**src/rtl/distortion_pkg.sv**
```systemverilog
// Shared definitions for the multi-mode distortion stage: mode encodings and
// fixed-point constants used by the gain and shaping stages.
package distortion_pkg;

   typedef enum logic [1:0] {
      MODE_BYPASS = 2'b00,
      MODE_HARD   = 2'b01,
      MODE_SOFT   = 2'b10,
      MODE_FUZZ   = 2'b11
   } mode_e;

   localparam int GAIN_FRAC        = 4;
   localparam int SOFT_SLOPE_SHIFT = 2;

endpackage

```
**src/rtl/distortion_shaper.sv**
```systemverilog
// Combinational waveshaper: applies the selected transfer curve to a gained
// sample against threshold T and reports whether the value was altered.
module distortion_shaper
   import distortion_pkg::*;
#(
   parameter int WIDTH = 16
) (
   input  logic signed [WIDTH-1:0] i_g,
   input  mode_e                   i_mode,
   input  logic        [WIDTH-2:0] i_thresh,
   output logic signed [WIDTH-1:0] o_y,
   output logic                    o_clipped
);

   // One extra bit so that |-2^(WIDTH-1)| and -T are representable.
   localparam int XW = WIDTH + 1;
   localparam logic signed [XW-1:0] X_MAX = XW'((2 ** (WIDTH - 1)) - 1);
   localparam logic signed [XW-1:0] X_MIN = ~X_MAX;

   logic signed [XW-1:0] w_gx;
   logic signed [XW-1:0] w_t;
   logic signed [XW-1:0] w_thalf;
   logic signed [XW-1:0] w_abs;
   logic signed [XW-1:0] w_knee;
   logic signed [XW-1:0] w_yx;
   logic                 w_neg;

   assign w_gx    = XW'(i_g);
   assign w_t     = $signed({2'b00, i_thresh});
   assign w_thalf = $signed({3'b000, i_thresh[WIDTH-2:1]});
   assign w_neg   = w_gx[XW-1];
   assign w_abs   = w_neg ? -w_gx : w_gx;

   // NOTE: every combinational output gets a default first, so no path can infer a latch.
   always_comb begin
      w_yx   = w_gx;
      w_knee = w_t + ((w_abs - w_t) >>> SOFT_SLOPE_SHIFT);
      case (i_mode)
         MODE_HARD: begin
            if (w_gx > w_t)       w_yx = w_t;
            else if (w_gx < -w_t) w_yx = -w_t;
         end
         MODE_SOFT: begin
            if (w_abs > w_t) w_yx = w_neg ? -w_knee : w_knee;
         end
         MODE_FUZZ: begin
            if (!w_neg) begin
               if (w_gx > w_t) w_yx = w_t;
            end else if (w_gx < -w_thalf) begin
               w_yx = -w_thalf;
            end
         end
         default: w_yx = w_gx;
      endcase
   end

   always_comb begin
      o_y = w_yx[WIDTH-1:0];
      if (w_yx > X_MAX)      o_y = X_MAX[WIDTH-1:0];
      else if (w_yx < X_MIN) o_y = X_MIN[WIDTH-1:0];
      o_clipped = (o_y != i_g);
   end

endmodule

```
**src/rtl/distortion_multimode.sv**
```systemverilog
// Three-stage valid/ready distortion pipeline: S0 captures sample and config,
// S1 applies saturating gain, S2 holds the shaped output; sticky clip flags per channel.
module distortion_multimode
   import distortion_pkg::*;
#(
   parameter  int WIDTH    = 16,
   parameter  int GAIN_W   = 8,
   parameter  int CHANNELS = 2,
   localparam int CW       = (CHANNELS > 1) ? $clog2(CHANNELS) : 1
) (
   input  logic                    clk,
   input  logic                    rst_n,
   input  logic                    in_valid,
   output logic                    in_ready,
   input  logic signed [WIDTH-1:0] in_data,
   input  logic        [CW-1:0]    in_chan,
   input  logic        [1:0]       cfg_mode,
   input  logic        [GAIN_W-1:0] cfg_gain,
   input  logic        [WIDTH-2:0] cfg_thresh,
   input  logic                    clip_clr,
   output logic                    out_valid,
   input  logic                    out_ready,
   output logic signed [WIDTH-1:0] out_data,
   output logic        [CW-1:0]    out_chan,
   output logic        [CHANNELS-1:0] clip_flag
);

   localparam int PW = WIDTH + GAIN_W + 1;
   localparam logic signed [PW-1:0] P_MAX = PW'((2 ** (WIDTH - 1)) - 1);
   localparam logic signed [PW-1:0] P_MIN = ~P_MAX;

   logic                    r_s0_valid, r_s1_valid, r_s2_valid;
   logic signed [WIDTH-1:0] r_s0_data,  r_s1_g,     r_s2_data;
   logic        [CW-1:0]    r_s0_chan,  r_s1_chan,  r_s2_chan;
   mode_e                   r_s0_mode,  r_s1_mode;
   logic        [WIDTH-2:0] r_s0_thresh, r_s1_thresh;
   logic        [GAIN_W-1:0] r_s0_gain;
   logic                    r_s1_sat,   r_s2_hit;
   logic        [CHANNELS-1:0] r_clip_flag;

   logic                    w_s0_load, w_s1_load, w_s2_load;
   logic signed [PW-1:0]    w_prod, w_gshift;
   logic signed [WIDTH-1:0] w_g, w_y;
   logic                    w_sat, w_clipped;
   logic        [CHANNELS-1:0] w_flag_set;

   // Each stage loads when empty or when its content moves on this cycle.
   assign w_s2_load = !r_s2_valid || out_ready;
   assign w_s1_load = !r_s1_valid || w_s2_load;
   assign w_s0_load = !r_s0_valid || w_s1_load;
   assign in_ready  = w_s0_load;

   assign w_prod   = PW'(r_s0_data) * PW'($signed({1'b0, r_s0_gain}));
   assign w_gshift = w_prod >>> GAIN_FRAC;

   always_comb begin
      w_g   = r_s0_data;
      w_sat = 1'b0;
      if (r_s0_mode != MODE_BYPASS) begin
         if (w_gshift > P_MAX) begin
            w_g   = P_MAX[WIDTH-1:0];
            w_sat = 1'b1;
         end else if (w_gshift < P_MIN) begin
            w_g   = P_MIN[WIDTH-1:0];
            w_sat = 1'b1;
         end else begin
            w_g   = w_gshift[WIDTH-1:0];
         end
      end
   end

   distortion_shaper #(.WIDTH(WIDTH)) u_shaper (
      .i_g       (r_s1_g),
      .i_mode    (r_s1_mode),
      .i_thresh  (r_s1_thresh),
      .o_y       (w_y),
      .o_clipped (w_clipped)
   );

   always_comb begin
      w_flag_set = '0;
      if (r_s2_valid && out_ready && r_s2_hit && (int'(r_s2_chan) < CHANNELS))
         w_flag_set[r_s2_chan] = 1'b1;
   end

   // NOTE: sequential state uses non-blocking assignments so every stage samples pre-edge values.
   always_ff @(posedge clk or negedge rst_n) begin
      if (!rst_n) begin
         r_s0_valid  <= 1'b0;
         r_s0_data   <= '0;
         r_s0_chan   <= '0;
         r_s0_mode   <= MODE_BYPASS;
         r_s0_gain   <= '0;
         r_s0_thresh <= '0;
         r_s1_valid  <= 1'b0;
         r_s1_g      <= '0;
         r_s1_chan   <= '0;
         r_s1_mode   <= MODE_BYPASS;
         r_s1_thresh <= '0;
         r_s1_sat    <= 1'b0;
         r_s2_valid  <= 1'b0;
         r_s2_data   <= '0;
         r_s2_chan   <= '0;
         r_s2_hit    <= 1'b0;
         r_clip_flag <= '0;
      end else begin
         if (w_s0_load) begin
            r_s0_valid <= in_valid;
            if (in_valid) begin
               r_s0_data   <= in_data;
               r_s0_chan   <= in_chan;
               r_s0_mode   <= mode_e'(cfg_mode);
               r_s0_gain   <= cfg_gain;
               r_s0_thresh <= cfg_thresh;
            end
         end
         if (w_s1_load) begin
            r_s1_valid <= r_s0_valid;
            if (r_s0_valid) begin
               r_s1_g      <= w_g;
               r_s1_sat    <= w_sat;
               r_s1_chan   <= r_s0_chan;
               r_s1_mode   <= r_s0_mode;
               r_s1_thresh <= r_s0_thresh;
            end
         end
         if (w_s2_load) begin
            r_s2_valid <= r_s1_valid;
            if (r_s1_valid) begin
               r_s2_data <= w_y;
               r_s2_chan <= r_s1_chan;
               r_s2_hit  <= r_s1_sat | w_clipped;
            end
         end
         // A set on the same cycle as a clear wins for that channel.
         r_clip_flag <= (clip_clr ? '0 : r_clip_flag) | w_flag_set;
      end
   end

   assign out_valid = r_s2_valid;
   assign out_data  = r_s2_data;
   assign out_chan  = r_s2_chan;
   assign clip_flag = r_clip_flag;

endmodule
```
**config.mk**
```make
export PLATFORM = sky130hd
export DESIGN_NAME = distortion_multimode
export DESIGN_NICKNAME = d
export VERILOG_FILES = /design/src/rtl/distortion_pkg.sv /design/src/rtl/distortion_shaper.sv /design/src/rtl/distortion_multimode.sv
export SDC_FILE = /design/constraint.sdc
export NUM_CORES = 1
export LEC_CHECK = 0
export ABC_AREA = 1
export CAP_MARGIN = 10
export CORE_MARGIN = 4
export CORE_UTILIZATION = 55
export CTS_CLUSTER_DIAMETER = 100
export DETAILED_ROUTE_END_ITERATION = 7
export GPL_TIMING_DRIVEN = 0
export PLACE_DENSITY_LB_ADDON = 0.05
export SYNTH_ARGS = -nofsm -noshare
export SYNTH_HDL_FRONTEND = slang
export SYNTH_HIERARCHICAL = 1
export SYNTH_SLANG_ARGS = --single-unit
export TNS_END_PERCENT = 100
```
**constraint.sdc**
```tcl
create_clock -name clk -period 6.4 [get_ports clk]
set_input_delay 0.96 -clock clk [delete_from_list [all_inputs] [get_ports clk]]
set_output_delay 0.96 -clock clk [all_outputs]
set_load 0.03 [all_outputs]
```
Word-level counts from Yosys, hierarchy flattened. Cells that the tools add are included.

Reduce and logical (&&, ||, !) cells: 13. Equality and inequality tests: 4. Muxes and demuxes: 21. $add $sub $neg: 6. Multiply operators: 1. $lt $le $gt $ge: 10. Bitwise operators: 2.

Operator list (number): 2-to-1 mux 17 bit (7); 2-to-1 mux 16 bit (5); case mux 17 bit (3 select lines) (1); less-than comparator 16 x 17 -> 1 bit (2); multiplier 16 x 9 -> 25 bit (1); > comparator 21 x 16 -> 1 bit (second input constant) (1); less-than comparator 21 x 16 -> 1 bit (second input constant) (1); adder 16 x 15 -> 17 bit (1); > comparator 17 x 16 -> 1 bit (1); > comparator 17 x 16 -> 1 bit (second input constant) (1); less-than comparator 17 x 16 -> 1 bit (second input constant) (1); negation 14 -> 17 bit (1); negation 15 -> 17 bit (1); negation 16 -> 17 bit (1); negation 17 bit (1); subtractor 17 x 16 -> 17 bit (1); > comparator 16 bit (1); inequality test 16 bit (1); 2-to-1 mux 15 bit (1); AND reduction 2 bit (3); equality test 2 bit (second input constant) (2); 2-to-1 mux 1 bit (4); 2-to-1 mux 2 bit (2); logical AND 1 bit (3); 9 further kinds (13).

Bits in registers: 100. Output and inout bits: 21. Logic and storage cells: 74. Bits of input ports: 47.

Depth between registers and ports, before layout. Gate-level depths: netlist (run 1).

Word-level depth: 13. Depth in mapped cells: 47. Mapped depth without buffers: 46.

Hierarchy. Netlist (run 1), hierarchy kept.

By module, submodules not included: distortion_multimode (cells each 1186, area an instance 9187.6 µm², sequential area each 2502.4 µm², instances 1); distortion_shaper (cells each 1107, area an instance 5931.9 µm², sequential area each 0.0 µm², instances 1).

Worst setup path after synthesis (run 1). Ideal clock, no wire load.

Path kind: register -> register. From: register r_s1_g[15]. To: register r_s2_hit. Library setup time: 0.130 ns. Setup slack: 0.969 ns. Data arrival time: 5.301 ns. Clock period less this slack: 5.431 ns. Buffers on the path: 4. Stages on the path, launching flop included: 44. Required time: 6.270 ns. Cell sequence: dfrtp_1 buf_2 clkbuf_1 buf_1 nand2_1 xor2_1 ha_1 nand3_1 nand2_1 a21oi_1 o21ai_0 nand3_1 nand2_1 nand3_1 nand2_1 nand4_1 nand2_1 xor2_1 [8 not listed] nand4_1 nand2_1 nand2_1 nand2_1 nand2_1 a21oi_2 nand2_2 buf_6 nand2_1 nand2_2 nand2_1 nand2_1 nor2_1 nand2_1 nor2_1 nand2_1 nor2_1 o21ai_0.

Word-level cells in the longest chain between the ends: 13. Elaborated cells on any way between the ends: 23. Those cells by class: 4 x add/sub; 6 x order compare; 1 x eq/ne; 11 x mux; 1 x bitwise.

Ends and longest elaborated chain: start: declaration (line distortion_multimode.sv:33) `logic signed [WIDTH-1:0] r_s0_data, r_s1_g, r_s2_data;`; start signal: assignment (line distortion_multimode.sv:120) `r_s1_g <= w_g;`; negation 16 -> 17 bit (line distortion_shaper.sv:32) `assign w_abs = w_neg ? -w_gx : w_gx;`; 2-to-1 mux 17 bit (line distortion_shaper.sv:32); subtractor 17 x 16 -> 17 bit (line distortion_shaper.sv:37) `w_knee = w_t + ((w_abs - w_t) >>> SOFT_SLOPE_SHIFT);`; adder 16 x 15 -> 17 bit (line distortion_shaper.sv:37); negation 17 bit (line distortion_shaper.sv:44) `if (w_abs > w_t) w_yx = w_neg ? -w_knee : w_knee;`; 2-to-1 mux 17 bit (2 in a row) (line distortion_shaper.sv:44); case mux 17 bit (3 select lines) * (line distortion_shaper.sv:38) `case (i_mode)`; less-than comparator 17 x 16 -> 1 bit (line distortion_shaper.sv:60) `else if (w_yx < X_MIN) o_y = X_MIN[WIDTH-1:0];`; 2-to-1 mux 16 bit (line distortion_shaper.sv:60); 2-to-1 mux 16 bit * (line distortion_shaper.sv:59) `if (w_yx > X_MAX) o_y = X_MAX[WIDTH-1:0];`; named net w_y[4] (line distortion_multimode.sv:43) `logic signed [WIDTH-1:0] w_g, w_y;`; inequality test 16 bit * (line distortion_shaper.sv:61) `o_clipped = (o_y != i_g);`; named net w_clipped (line distortion_multimode.sv:44) `logic w_sat, w_clipped;`; bitwise OR 1 bit * (line distortion_multimode.sv:132) `r_s2_hit <= r_s1_sat | w_clipped;`; end signal: assignment (line distortion_multimode.sv:132); end: declaration (line distortion_multimode.sv:38) `logic r_s1_sat, r_s2_hit;`.

The timed path passes the listed nets; every way through them passes the cells marked *. A chain may end at the register's enable or synchronous reset.

Worst setup path after layout (run 1).
From: register r_s1_g[0]. To: register r_s2_hit.

Same word-level chain as after synthesis.

==> flow_metrics.py, run 1 <==
metrics = {
    "detailed_routing": {
        "drt_first_iter_violations": 1199,
        "drc": 0,
        "vias": 15076,
        "dr.pass1.iters": 6,
        "routed_wl_um": 49700,
        "wl_per_cell_um": 18.2,
        "vias_per_cell": 5.51,
        "antenna_left": 0,
    },
    "hold_path": {
        "min_path_cells": 2,
        "min_to": "out_data[5]",
        "min_from": "out_data[5]",
        "hold_path_class": "reg2reg",
    },
    "die": {
        "boundaryPins": 68,
        "num_rows": 60,
        "die_area_um2": 30200,
        "coreArea_um2": 27000,
        "fp.dieW_um": 174,
        "die_h_um": 174,
        "initial_utilization_pct": 55.9,
    },
    "setup_path": {
        "crit_path_frequent_cell": "nand2_1",
        "r2r-end": "r_s2_hit",
        "crit_required_ns": 6.63,
        "crit_type": "reg2reg",
        "cpMaxStageDelayCell": "dfrtp_2",
        "slowest_delay_ns": 0.43,
        "r2r_setup_slack_ns": 0.27,
        "arrival_ns": 6.36,
        "worstPathMaxFanout": 10,
        "crit_path_end_kind": "flip-flop",
        "timing.rr.start": "r_s1_g[0]",
        "reg2reg_depth": 41,
        "crit_path_start_kind": "flip-flop",
    },
    "logic_synthesis": {
        "synth_edf_count": 0,
        "synth_area_um2": 15100,
        "avgSynthCellArea_um2": 6.59,
        "synth_fp_nets": 2571,
        "ys_seq_elements": 100,
        "synth_area_leaders": "nand2_1, dfrtp_1, fa_1",
        "yosys.cell_types.count": 54,
        "synth_top_area_share_pct": 17.1,
        "postSynthCellCount": 2293,
        "yosysSeqAreaShare_pct": 16.6,
        "synth_top_area_cell": "nand2_1",
        "ys.flop_type": "dfrtp_1",
        "ys_warn_count": 6,
        "synthArstFlopShare_pct": 100,
    },
    "cts": {
        "cts_tree": "built",
        "root_buffer": "clkbuf_16",
        "clock_path_buffers": 2,
        "path_clk_slew_ns": 0.08,
        "numCtsBuffers": 9,
        "insertion_delay_ns": 0.36,
        "htreeDepth": 3,
        "clkSinkCount": 100,
    },
    "timing": {
        "slew_violations": 0,
        "period_share_pct": 95.8,
        "fmax_mhz": 163,
        "max_slew.worst_pin.slew_ns": 0.770,
        "slew_headroom_pct": 48.6,
        "setup_viol": 0,
        "layout_min_cycle_time_ns": 6.13,
        "hold_viol": 0,
        "fin_tns_setup_ns": 0,
        "finClkSkew_ns": 0.0117,
    },
    "cells_and_area": {
        "nNetsFinal": 2666,
        "layout-drive-gt1-share_pct": 8.36,
        "final_area_um2": 16800,
        "antennaDiodeCount": 0,
        "final_common_cell": "nand2_1",
        "fill_cells": 2588,
        "multi_input_area_um2": 10700,
        "syn_to_final_growth_pct": 11.4,
        "final_util_pct": 62.3,
        "finalNonFillerCells": 2734,
        "seq_area_um2": 2510,
        "final_cell_mix": "nand2_1, inv_1, nor2_1",
    },
    "grt": {
        "overflow": 0,
        "antenna_found_initial": 0,
        "grt_pass1_vias": 14615,
        "grtUsageTotal_pct": 32.6,
        "grt_max_degree": 59,
        "grt_pass1_wl_um": 78300,
    },
    "run": {
        "maxCapViolCount": 0,
    },
    "status": {
        "status": "finished, final reports clean",
    },
    "placed_design": {
        "finalWeightedCongestion": 1.04,
        "dp_hpwl_um": 40300,
        "dp.cells": 2702,
        "place_area_um2": 16200,
        "io_buffers": 67,
    },
}
-- layout make-up --
cell class,instances,area share (%)
clock inverter,7,0.401
clock buffer,9,1.34
multi-input combinational,1674,63.5
inverter,438,9.80
buffer,78,2.51
timing repair buffer,87,4.98
tap,341,2.53
sequential,100,14.9
-- stage by stage --
stage	setup slack (ns)	hold slack [ns]
floorplan	0.969	0.448
global placement	-0.610	0.461
detailed placement	-0.655	0.464
CTS	0.00744	0.486
global route	-0.141	0.494
finish	0.266	0.479
-- routing by layer --
layer / up-vias / share of wire, % / track usage, %
li1: 7281 / - / -
met1: 7119 / 40 / 39.9
met2: 523 / 49 / 56.7
met3: 153 / 5.6 / 3.86
met4: 0 / 5.7 / 16.8
met5: - / 0 / 0
-- synthesized netlist by cell type (all sizes together), types with 5 or more instances --
cell	count
buf	24
nand3	116
a21oi	131
dfrtp	100
inv	433
nand3b	9
nand4	38
and2	5
o21ai	86
clkinv	5
ha	128
o211ai	20
xor2	57
clkbuf	56
xnor2	18
nor3	17
mux2	12
fa	103
nor2	170
nand2	735
-- repair_timing --
item | in CTS | in global routing
resized for setup | 9 | 58
pin swaps | 0 | 12
setup buffers | 2 | 17
hold buffers | 0 | 0
endpoints found under the setup margin | 7 | 25
-- worst max-delay path by stage --
| stage | startpoint | end |
|---|---|---|
| global placement | r_s1_g[15] | r_s2_hit |
| detailed placement | r_s1_g[15] | r_s2_hit |
| global route | r_s1_g[0] | r_s2_hit |
| floorplan | r_s1_g[15] | r_s2_hit |
| CTS | r_s1_g[15] | r_s2_hit |
| finish | r_s1_g[0] | r_s2_hit |
-- kinds of logic after synthesis --
family | share of synthesized area [%]
AO/OA/AOI/OAI | 9.31
buffers and inverters | 13.6
multiplexers | 0.894
adder cells (fa/ha/maj) | 24.2
flip-flops | 16.6
XOR/XNOR | 4.34
AND/OR/NAND/NOR | 31.1
-- registers in the layout, indices dropped and copies added (netlist names) --
name / flops
clip_flag: 2
out_chan: 1
out_data: 16
out_valid: 1
r_s0_chan: 1
r_s0_data: 16
r_s0_gain: 8
r_s0_mode: 2
r_s0_thresh: 15
r_s0_valid: 1
r_s1_chan: 1
r_s1_g: 16
r_s1_mode: 2
r_s1_sat: 1
r_s1_thresh: 15
r_s1_valid: 1
r_s2_hit: 1
-- worst max-delay path: cells and delay by family, from the launching register on --
kind	cells	cell delay, ns
fa+ha+maj	3	1.02
xor+xnor	2	0.26
buf+inv	3	0.53
compound gates	6	1.07
flops	1	0.43
simple gates	27	2.69
Power of run 1 is left out: the tool's default activity adds up to more than one toggle a clock period on the data nets, which glitch-free logic cannot reach.
==> run 2, diff against run 1 <==
--- a/config.mk
+++ b/config.mk
@@ -13,6 +13,7 @@
 export DETAILED_ROUTE_END_ITERATION = 7
 export GPL_TIMING_DRIVEN = 0
 export PLACE_DENSITY_LB_ADDON = 0.05
+export SLEW_MARGIN = 20
 export SYNTH_ARGS = -nofsm -noshare
 export SYNTH_HDL_FRONTEND = slang
 export SYNTH_HIERARCHICAL = 1
==> run 2 against run 1 <==
Sequential share of layout area hardly changed. Clock skew is 0.0011 ns lower. Die area unchanged. Utilization is 0.17 points lower. Worst setup slack better by 0.078 ns. Critical endpoint unchanged. Largest cell class unchanged.
==> flow_metrics.py, run 2 (synthesis results as in run 1) <==
metrics = {
    "status": {
        "status": "finished, final reports clean",
    },
    "cts": {
        "path_clk_slew_ns": 0.08,
        "cts_tree": "built",
        "root_buffer": "clkbuf_16",
        "insertion_delay_ns": 0.36,
        "htreeDepth": 3,
        "numCtsBuffers": 9,
        "clock_path_buffers": 2,
        "clkSinkCount": 100,
    },
    "cells_and_area": {
        "syn_to_final_growth_pct": 11.1,
        "multi_input_area_um2": 10600,
        "fill_cells": 2583,
        "final_util_pct": 62.1,
        "antennaDiodeCount": 0,
        "seq_area_um2": 2510,
        "final_area_um2": 16800,
        "layout-drive-gt1-share_pct": 7.94,
        "final_cell_mix": "nand2_1, inv_1, nor2_1",
        "nNetsFinal": 2667,
        "final_common_cell": "nand2_1",
    },
    "hold_path": {
        "min_from": "out_data[5]",
        "min_to": "out_data[5]",
        "hold_path_class": "reg2reg",
        "min_path_cells": 2,
    },
    "setup_path": {
        "crit_path_start_kind": "flip-flop",
        "crit_path_end_kind": "flip-flop",
        "arrival_ns": 6.29,
        "crit_type": "reg2reg",
        "reg2reg_depth": 45,
        "worstPathMaxFanout": 10,
        "cpMaxStageDelayCell": "dfrtp_2",
        "timing.rr.start": "r_s1_g[0]",
        "crit_path_frequent_cell": "nand2_1",
        "r2r-end": "r_s2_hit",
        "slowest_delay_ns": 0.43,
        "crit_required_ns": 6.63,
        "r2r_setup_slack_ns": 0.34,
    },
    "die": {
        "num_rows": 60,
        "fp.dieW_um": 174,
        "die_area_um2": 30200,
        "coreArea_um2": 27000,
        "die_h_um": 174,
        "initial_utilization_pct": 55.9,
        "boundaryPins": 68,
    },
    "detailed_routing": {
        "vias": 15180,
        "dr.pass1.iters": 7,
        "routed_wl_um": 49700,
        "vias_per_cell": 5.55,
        "wl_per_cell_um": 18.2,
        "drc": 0,
        "drt_first_iter_violations": 1273,
        "antenna_left": 0,
    },
    "timing": {
        "whs_ns": 0.478,
        "slew_headroom_pct": 47.1,
        "period_share_pct": 94.6,
        "fmax_mhz": 165,
        "layout_min_cycle_time_ns": 6.06,
        "rsz0062_at_grt": "true",
        "setup_ws_ns": 0.344,
        "max_slew.worst_pin.slew_ns": 0.794,
        "finClkSkew_ns": 0.0106,
        "setup_viol": 0,
        "hold_viol": 0,
        "slew_violations": 0,
    },
    "grt": {
        "grtUsageTotal_pct": 32.4,
        "grt_max_degree": 59,
        "grt_pass1_vias": 14515,
        "overflow": 0,
        "antenna_found_initial": 0,
        "grt_pass1_wl_um": 77700,
    },
    "run": {
        "maxCapViolCount": 0,
    },
    "placed_design": {
        "io_buffers": 67,
        "place_area_um2": 16200,
        "dp_hpwl_um": 40300,
        "dp_slack_ns": -0.642,
        "finalWeightedCongestion": 1.04,
    },
}
run 2: cell types whose count changed in the layout (fill, tap and decap cells not counted), sizes merged:
cell,before,now
clkbuf,63,64
clkinv,7,8
inv,437,436
run 2: worst max-delay path by stage:
stage,start,endpoint
4_1_cts,r_s1_g[15],r_s2_hit
6_report,r_s1_g[0],r_s2_hit
3_5_place_dp,r_s1_g[15],r_s2_hit
5_1_grt,r_s1_g[0],r_s2_hit
3_3_place_gp,r_s1_g[15],r_s2_hit
2_1_floorplan,r_s1_g[15],r_s2_hit
run 2: area by class of cell:
class / count / area share [%]
buffer: 80 / 2.61
clock buffer: 9 / 1.34
clock inverter: 7 / 0.417
inverter: 438 / 9.83
multi-input combinational: 1674 / 63.4
sequential: 100 / 14.9
tap: 341 / 2.54
timing repair buffer: 86 / 4.97
run 2: what timing repair did:
action,4_1_cts,5_1_grt
pin swaps,0,10
setup endpoints to repair,7,25
cloned,0,0
hold buffers,0,0
setup buffers,2,16
resized for setup,8,48
run 2: metrics by stage:
step / std cells / setup TNS [ns]
after floorplan: 2293 / 0
after global placement: 2701 / -0.610
after detailed placement: 2702 / -0.676
after CTS: 2720 / 0
after global routing: 2735 / -0.277
final: 2735 / 0
run 2: metal layers:
metal / part of all wire [%] / global-route usage (%) / vias to the layer above
li1: - / - / 7293
met1: 39 / 39.8 / 7109
met2: 48 / 56.3 / 617
met3: 6.3 / 3.75 / 161
met4: 6.0 / 16.6 / 0
met5: 0 / 0 / -
run 2: critical path: cells and delay by family, from the launching register on:
family	cells	cell delay (ns)
simple gates	31	2.92
xor+xnor	2	0.33
flops	1	0.43
fa+ha+maj	3	0.97
compound gates	5	0.70
buf+inv	4	0.56
Power of run 2 is left out for the same reason.
==> run 3, diff against run 2 <==
--- a/config.mk
+++ b/config.mk
@@ -13,6 +13,7 @@
 export DETAILED_ROUTE_END_ITERATION = 7
 export GPL_TIMING_DRIVEN = 0
 export PLACE_DENSITY_LB_ADDON = 0.05
+export SETUP_SLACK_MARGIN = 0.5
 export SLEW_MARGIN = 20
 export SYNTH_ARGS = -nofsm -noshare
 export SYNTH_HDL_FRONTEND = slang
==> run 3 against run 2 <==
Maximum frequency up 4.7%. Wire length rose by 3.2%. Clock skew about the same. Global-route usage up 0.19 points. Via count increased by 2.0%. Critical path depth is 2 lower. Worst setup slack improved by 0.27 ns. Cell count rose by 1.5%. Utilization increased by 3.1 points. Clock-buffer cell count is the same. Non-clock buffer count increased by 41. Critical endpoint unchanged.
==> flow_metrics.py, run 3 (synthesis results as in run 1) <==
metrics = {
    "status": {
        "status": "finished, final reports clean",
    },
    "die": {
        "coreArea_um2": 27000,
        "fp.dieW_um": 174,
        "die_h_um": 174,
        "boundaryPins": 68,
        "die_area_um2": 30200,
        "initial_utilization_pct": 55.9,
        "num_rows": 60,
    },
    "cts": {
        "cts_tree": "built",
        "insertion_delay_ns": 0.36,
        "clkSinkCount": 100,
        "clock_path_buffers": 2,
        "path_clk_slew_ns": 0.08,
        "htreeDepth": 3,
        "root_buffer": "clkbuf_16",
        "postCtsHoldBufs": 0,
        "numCtsBuffers": 9,
    },
    "detailed_routing": {
        "routed_wl_um": 51300,
        "wl_per_cell_um": 18.5,
        "dr.pass1.iters": 8,
        "drc": 0,
        "vias": 15489,
        "drt_first_iter_violations": 1371,
        "vias_per_cell": 5.58,
        "antenna_left": 0,
    },
    "timing": {
        "setup_viol": 0,
        "period_share_pct": 90.4,
        "fmax_mhz": 173,
        "layout_min_cycle_time_ns": 5.78,
        "max_slew.worst_pin.slew_ns": 0.773,
        "slew_headroom_pct": 48.5,
        "finClkSkew_ns": 0.0111,
        "slew_violations": 0,
        "rsz0062_at_grt": "true",
        "hold_viol": 0,
        "whs_ns": 0.478,
    },
    "hold_path": {
        "hold_path_class": "reg2reg",
        "min_path_cells": 2,
        "min_from": "out_data[5]",
        "min_to": "out_data[5]",
    },
    "grt": {
        "antenna_found_initial": 0,
        "grt_pass1_wl_um": 78100,
        "overflow": 0,
        "grt_pass1_vias": 14559,
        "grt_max_degree": 59,
        "grtUsageTotal_pct": 32.6,
    },
    "setup_path": {
        "timing.rr.start": "r_s1_g[15]",
        "slowest_delay_ns": 0.50,
        "crit_path_frequent_cell": "nand2_1",
        "reg2reg_depth": 43,
        "crit_type": "reg2reg",
        "crit_path_end_kind": "flip-flop",
        "arrival_ns": 6.02,
        "r2r-end": "r_s2_hit",
        "r2r_setup_slack_ns": 0.62,
        "cpMaxStageDelayCell": "dfrtp_2",
        "crit_required_ns": 6.63,
        "crit_path_start_kind": "flip-flop",
        "worstPathMaxFanout": 7,
    },
    "cells_and_area": {
        "fill_cells": 2509,
        "finalNonFillerCells": 2777,
        "final_common_cell": "nand2_1",
        "antennaDiodeCount": 0,
        "nNetsFinal": 2709,
        "final_cell_mix": "nand2_1, inv_1, nor2_1",
        "syn_to_final_growth_pct": 16.6,
        "layout-drive-gt1-share_pct": 13.2,
    },
    "placed_design": {
        "dp_hpwl_um": 40300,
        "finalWeightedCongestion": 1.04,
        "io_buffers": 67,
        "dp.cells": 2702,
    },
    "run": {
        "maxCapViolCount": 0,
    },
}
## run 3: timing repair
item / 4_1_cts / 5_1_grt
setup endpoints to repair: 33 / 27
gates cloned: 0 / 3
buffers inserted: 7 / 49
pin swaps: 6 / 62
gates resized for setup: 39 / 159
## run 3: worst max-delay path: cells and delay by family, from the launching register on
family	cells	cell delay, ns
AOI/OAI and AO/OA	5	0.77
xor gates and xnor gates	2	0.38
adders and majority gates	2	0.64
buffers and inverters	7	0.75
DFF	1	0.50
and+or+nand+nor	27	2.60
## run 3: worst max-delay path by stage
| stage | endpoint | slack, ns | from |
|---|---|---|---|
| 2_1_floorplan | r_s2_hit | 0.97 | r_s1_g[15] |
| 3_3_place_gp | r_s2_hit | -0.61 | r_s1_g[15] |
| 3_5_place_dp | r_s2_hit | -0.64 | r_s1_g[15] |
| 4_1_cts | r_s2_hit | 0.45 | r_s1_g[15] |
| 5_1_grt | r_s2_hit | 0.25 | r_s1_g[15] |
| 6_report | r_s2_hit | 0.62 | r_s1_g[15] |
## run 3: per-layer routing
metal,vias up,global-route usage (%),wire length (µm)
li1,7366,-,-
met1,7276,40.0,19900
met2,660,56.5,24600
met3,187,3.75,3270
met4,0,17.2,3510
met5,-,0,0
## run 3: stage by stage
step | setup slack, ns | cell area [µm²] | util, % | TNS (ns)
2_1_floorplan | 0.969 | 15100 | - | 0
3_3_place_gp | -0.610 | 16200 | 60.0 | -0.610
3_5_place_dp | -0.642 | 16200 | 60.1 | -0.676
4_1_cts | 0.451 | 16700 | 61.7 | 0
5_1_grt | 0.248 | 17600 | 65.2 | 0
6_report | 0.617 | 17600 | 65.2 | 0
## run 3: area by class of cell
type                       count  area, µm²  share of cell area (%)
clock buffer                   9        225                    1.28
buffer                        81        503                    2.85
timing repair buffer         126       1170                    6.64
clock inverter                 7       70.1                   0.398
sequential                   100       2510                    14.3
timing repair inverter         1       5.00                  0.0284
multi-input combinational   1674      11000                    62.6
inverter                     438       1670                    9.47
tap                          341        427                    2.42
Power of run 3 is left out for the same reason.
==> variant 1: new RTL, settings of run 1 <==
`GAIN_W`: 8 -> 10.
--- a/src/rtl/distortion_multimode.sv
+++ b/src/rtl/distortion_multimode.sv
@@ -4,7 +4,7 @@
    import distortion_pkg::*;
 #(
    parameter  int WIDTH    = 16,
-   parameter  int GAIN_W   = 8,
+   parameter  int GAIN_W   = 10,
    parameter  int CHANNELS = 2,
    localparam int CW       = (CHANNELS > 1) ? $clog2(CHANNELS) : 1
 ) (
Interface: changed (resized cfg_gain); port bits go from 68 to 70. The function was not compared with the original's and may differ.
==> variant 1 against run 1 <==
Final cell count rose by 10%. Highest routed layer unchanged. Sequential cell count rose by 2. Largest cell class unchanged. Synthesized area rose by 12%. Wire length rose by 9.7%. First-iteration DRC count fell by 7.8%. Critical path depth fell by 15. Design area rose by 11%. Worst setup slack got worse by 0.058 ns.
Power is left out: the tool's default activity adds up to more than one toggle a clock period on the data nets, which glitch-free logic cannot reach.
==> variant 1: results (changes against run 1) <==
clk_latency_ns: 0.40  # +0.04 ns
gp_congestion: 1.01  # -2.7%
clock_path_buffers: 2  # unchanged
synth-adder-area-share_pct: 27.6  # +3.4 points
synth_compound_area_share_pct: 7.70  # -1.6 points
synthMuxAreaShare_pct: 1.20  # +0.31 points
clk_pin_slew_worst_paths_ns: 0.10  # +0.02 ns
cpMaxStageDelayCell: "fa_1"
grt_pass1_vias: 16388  # +12%
synth-xor-area-share_pct: 3.42  # -0.92 points
cpPeakStageDelay_ns: 0.55  # +0.12 ns
hold_path_end: "out_data[1]"
synth_ff_type: "dfrtp_1"
port_buffers: 69  # +3.0%
h-tree-depth: 3  # unchanged
holdPathStages: 2  # unchanged
reg2reg_setup_slack_ns: 0.21  # -0.06 ns
antenna_found_initial: 0  # unchanged
routed_via_density: 5.38  # -2.4%
holdCritStartpoint: "out_data[1]"
synth_commonest_cells: "815 x nand2_1, 495 x inv_1, 157 x nor2_1"
crit_arrival_ns: 6.49  # +0.13 ns
yosysSeqAreaShare_pct: 15.1  # -1.4 points
yosysWarnings: 6  # unchanged
cts_buffers: 9  # unchanged
holdCritPathClass: "flip-flop to flip-flop"
routed_wl_um: 54500  # +9.7%
outcome: "complete, no violations"
drtPass1Iterations: 6  # unchanged
path_max_fanout: 10  # unchanged
r2r-start: "r_s0_gain[4]"
first_iter_violations: 1105  # -7.8%
crit_type: "flip-flop to flip-flop"
async_reset_ff_share_pct: 100  # unchanged
relSlewSlack_pct: 48.2  # -0.45 points
ys_top_cells_by_area: "nand2_1 18%, fa_1 17%, dfrtp_1 15%"
nets: 2957  # +11%
grt.total_usage_pct: 33.0  # +0.37 points
rr_endpoint: "r_s1_g[0]"
finalClockSkew_ns: 0.0233  # +0.0116 ns
grt_pass1_wl_um: 86100  # +9.8%
drive_gt1_share_pct: 8.07  # -0.29 points
grt_max_degree: 65  # +10%
ys_types: 50  # -7.4%
period_share_pct: 96.7  # +0.90 points
preCtsSetupSlack_ns: -1.08  # -0.430 ns
hpwl_um: 44700  # +11%
synth_nets: 2874  # +12%
r2r_cells: 26  # -37%
[variant 1: changes by cell type after synthesis, sizes merged, moves of 6 or more]
cell / change
nand3: +16
nand2: +125
fa: +43
xor2: -6
clkbuf: +9
mux2: +6
o211ai: -11
a21oi: -10
ha: +11
inv: +71
nand4: +7
[variant 1: area by class of cell]
type,count,area (um^2)
clock buffers,9,225
flip-flops and latches,102,2570
plain buffers,69,383
fillers,2914,11300
well taps,390,488
multi-input cells,1845,12200
clock inverters,7,83.8
inverters,508,1910
repair buffers,88,863
[variant 1: stage by stage]
| step | std cells | hold slack, ns | instance area, um^2 | utilization, % |
|---|---|---|---|---|
| after detailed placement | 3000 | 0.468 | 18100 | 60.4 |
| after CTS | 3015 | 0.488 | 18400 | 61.6 |
| after global routing | 3018 | 0.507 | 18700 | 62.4 |
| final | 3018 | 0.481 | 18700 | 62.4 |
| after floorplan | 2540 | 0.448 | 16900 | - |
| after global placement | 2999 | 0.459 | 18100 | 60.3 |
[variant 1: worst max-delay path: cells and delay by family, from the launching register on]
kind | cells | cell delay (ns)
fa+ha+maj | 6 | 2.97
simple gates | 12 | 1.53
buf+inv | 7 | 0.81
flops | 1 | 0.52
compound gates | 1 | 0.23
[variant 1: layer usage]
layer / up-vias / GRT usage, % / part of all wire, %
li1: 7947 / - / -
met1: 7664 / 38.4 / 39
met2: 455 / 58.0 / 49
met3: 182 / 3.89 / 4.5
met4: 0 / 20.6 / 6.7
met5: - / 0 / 0
[variant 1: repair_timing]
action / in CTS / in global routing
setup endpoints to repair: 33 / 27
pin swaps: 1 / 10
buffers inserted: 3 / 15
resized for setup: 17 / 65
hold buffers: 0 / 0
==> variant 2: new RTL, config.mk and constraints of run 1 <==
Without the edit above. Remove the case item `MODE_FUZZ` of the case on `i_mode`.
--- a/src/rtl/distortion_shaper.sv
+++ b/src/rtl/distortion_shaper.sv
@@ -43,13 +43,6 @@
          MODE_SOFT: begin
             if (w_abs > w_t) w_yx = w_neg ? -w_knee : w_knee;
          end
-         MODE_FUZZ: begin
-            if (!w_neg) begin
-               if (w_gx > w_t) w_yx = w_t;
-            end else if (w_gx < -w_thalf) begin
-               w_yx = -w_thalf;
-            end
-         end
          default: w_yx = w_gx;
       endcase
    end
Behaviour: not the same (a bounded check fails within 4 cycles, from zero or initial values and one cycle with rst_n low).
==> variant 2 against run 1 <==
Synthesized cell count decreased by 11%. Via count decreased by 14%. Global-route usage decreased by 4.3 points. Sequential cell count unchanged. Worst setup slack improved by 0.13 ns. Design area decreased by 9.3%. Wire length decreased by 21%. Synthesized area decreased by 9.0%.
Power is left out: the tool's default activity adds up to more than one toggle a clock period on the data nets, which glitch-free logic cannot reach.
==> variant 2: results (changes against run 1) <==
outcome: "complete, no violations"
r2r_cells: 43  # +4.9%
grt.total_usage_pct: 28.4  # -4.3 points
reg2reg_setup_slack_ns: 0.39  # +0.13 ns
routed_via_density: 5.27  # -4.4%
preCtsSetupSlack_ns: -0.490  # +0.165 ns
ys_top_cells_by_area: "dfrtp_1 18%, nand2_1 17%, fa_1 15%"
num-nonclk-inverters: 405  # -7.5%
worst_pin_slew_ns: 0.878  # +0.108 ns
core-area_um2: 24500  # -9.5%
synthToLayoutAreaGrowth_pct: 11.0
post_cts_buffers: 1  # -1
nonClockBufferCount: 143  # -13%
nFillCells: 2339  # -9.6%
grt_pass1_vias: 12650  # -13%
first_iter_violations: 886  # -26%
seq_share_pct: 16.4  # +1.5 points
multi_input_gates: 1464  # -13%
drt-wirelength-per-cell_um: 16.1  # -12%
globalRouteMet3Util_pct: 2.79  # -1.1 points
ys_types: 48  # -11%
hpwl_um: 33100  # -18%
wl_met2_um: 20600  # -15%
routed_wl_um: 39400  # -21%
r2r-start: "r_s1_g[15]"
synth_nets: 2303  # -10%
-- variant 2: cell count changes after synthesis, moves of 12 or more --
cell,before,now
nand2_1,688,608
inv_1,425,393
o21ai_0,86,60
nor2_1,153,135
ha_1,128,113
xor2_1,57,42
nand4_1,38,26
o211ai_1,20,8
-- variant 2: worst max path at each step --
| stage | slack [ns] | start | end |
|---|---|---|---|
| 3_3_place_gp | -0.41 | r_s1_g[15] | r_s2_hit |
| 6_report | 0.39 | r_s1_g[15] | r_s2_hit |
| 2_1_floorplan | 1.09 | r_s1_g[15] | r_s2_hit |
| 4_1_cts | 0.07 | r_s1_g[15] | r_s2_hit |
| 5_1_grt | -0.16 | r_s1_g[1] | r_s2_hit |
| 3_5_place_dp | -0.49 | r_s1_g[15] | r_s2_hit |
-- variant 2: cell families after synthesis --
family,after synthesis,share of synthesized area [%]
simple gates,947,28.9
buf+inv,476,13.6
compound gates,228,9.21
flops,100,18.2
xor+xnor,59,3.76
fa+ha+maj,216,25.3
mux,14,1.15
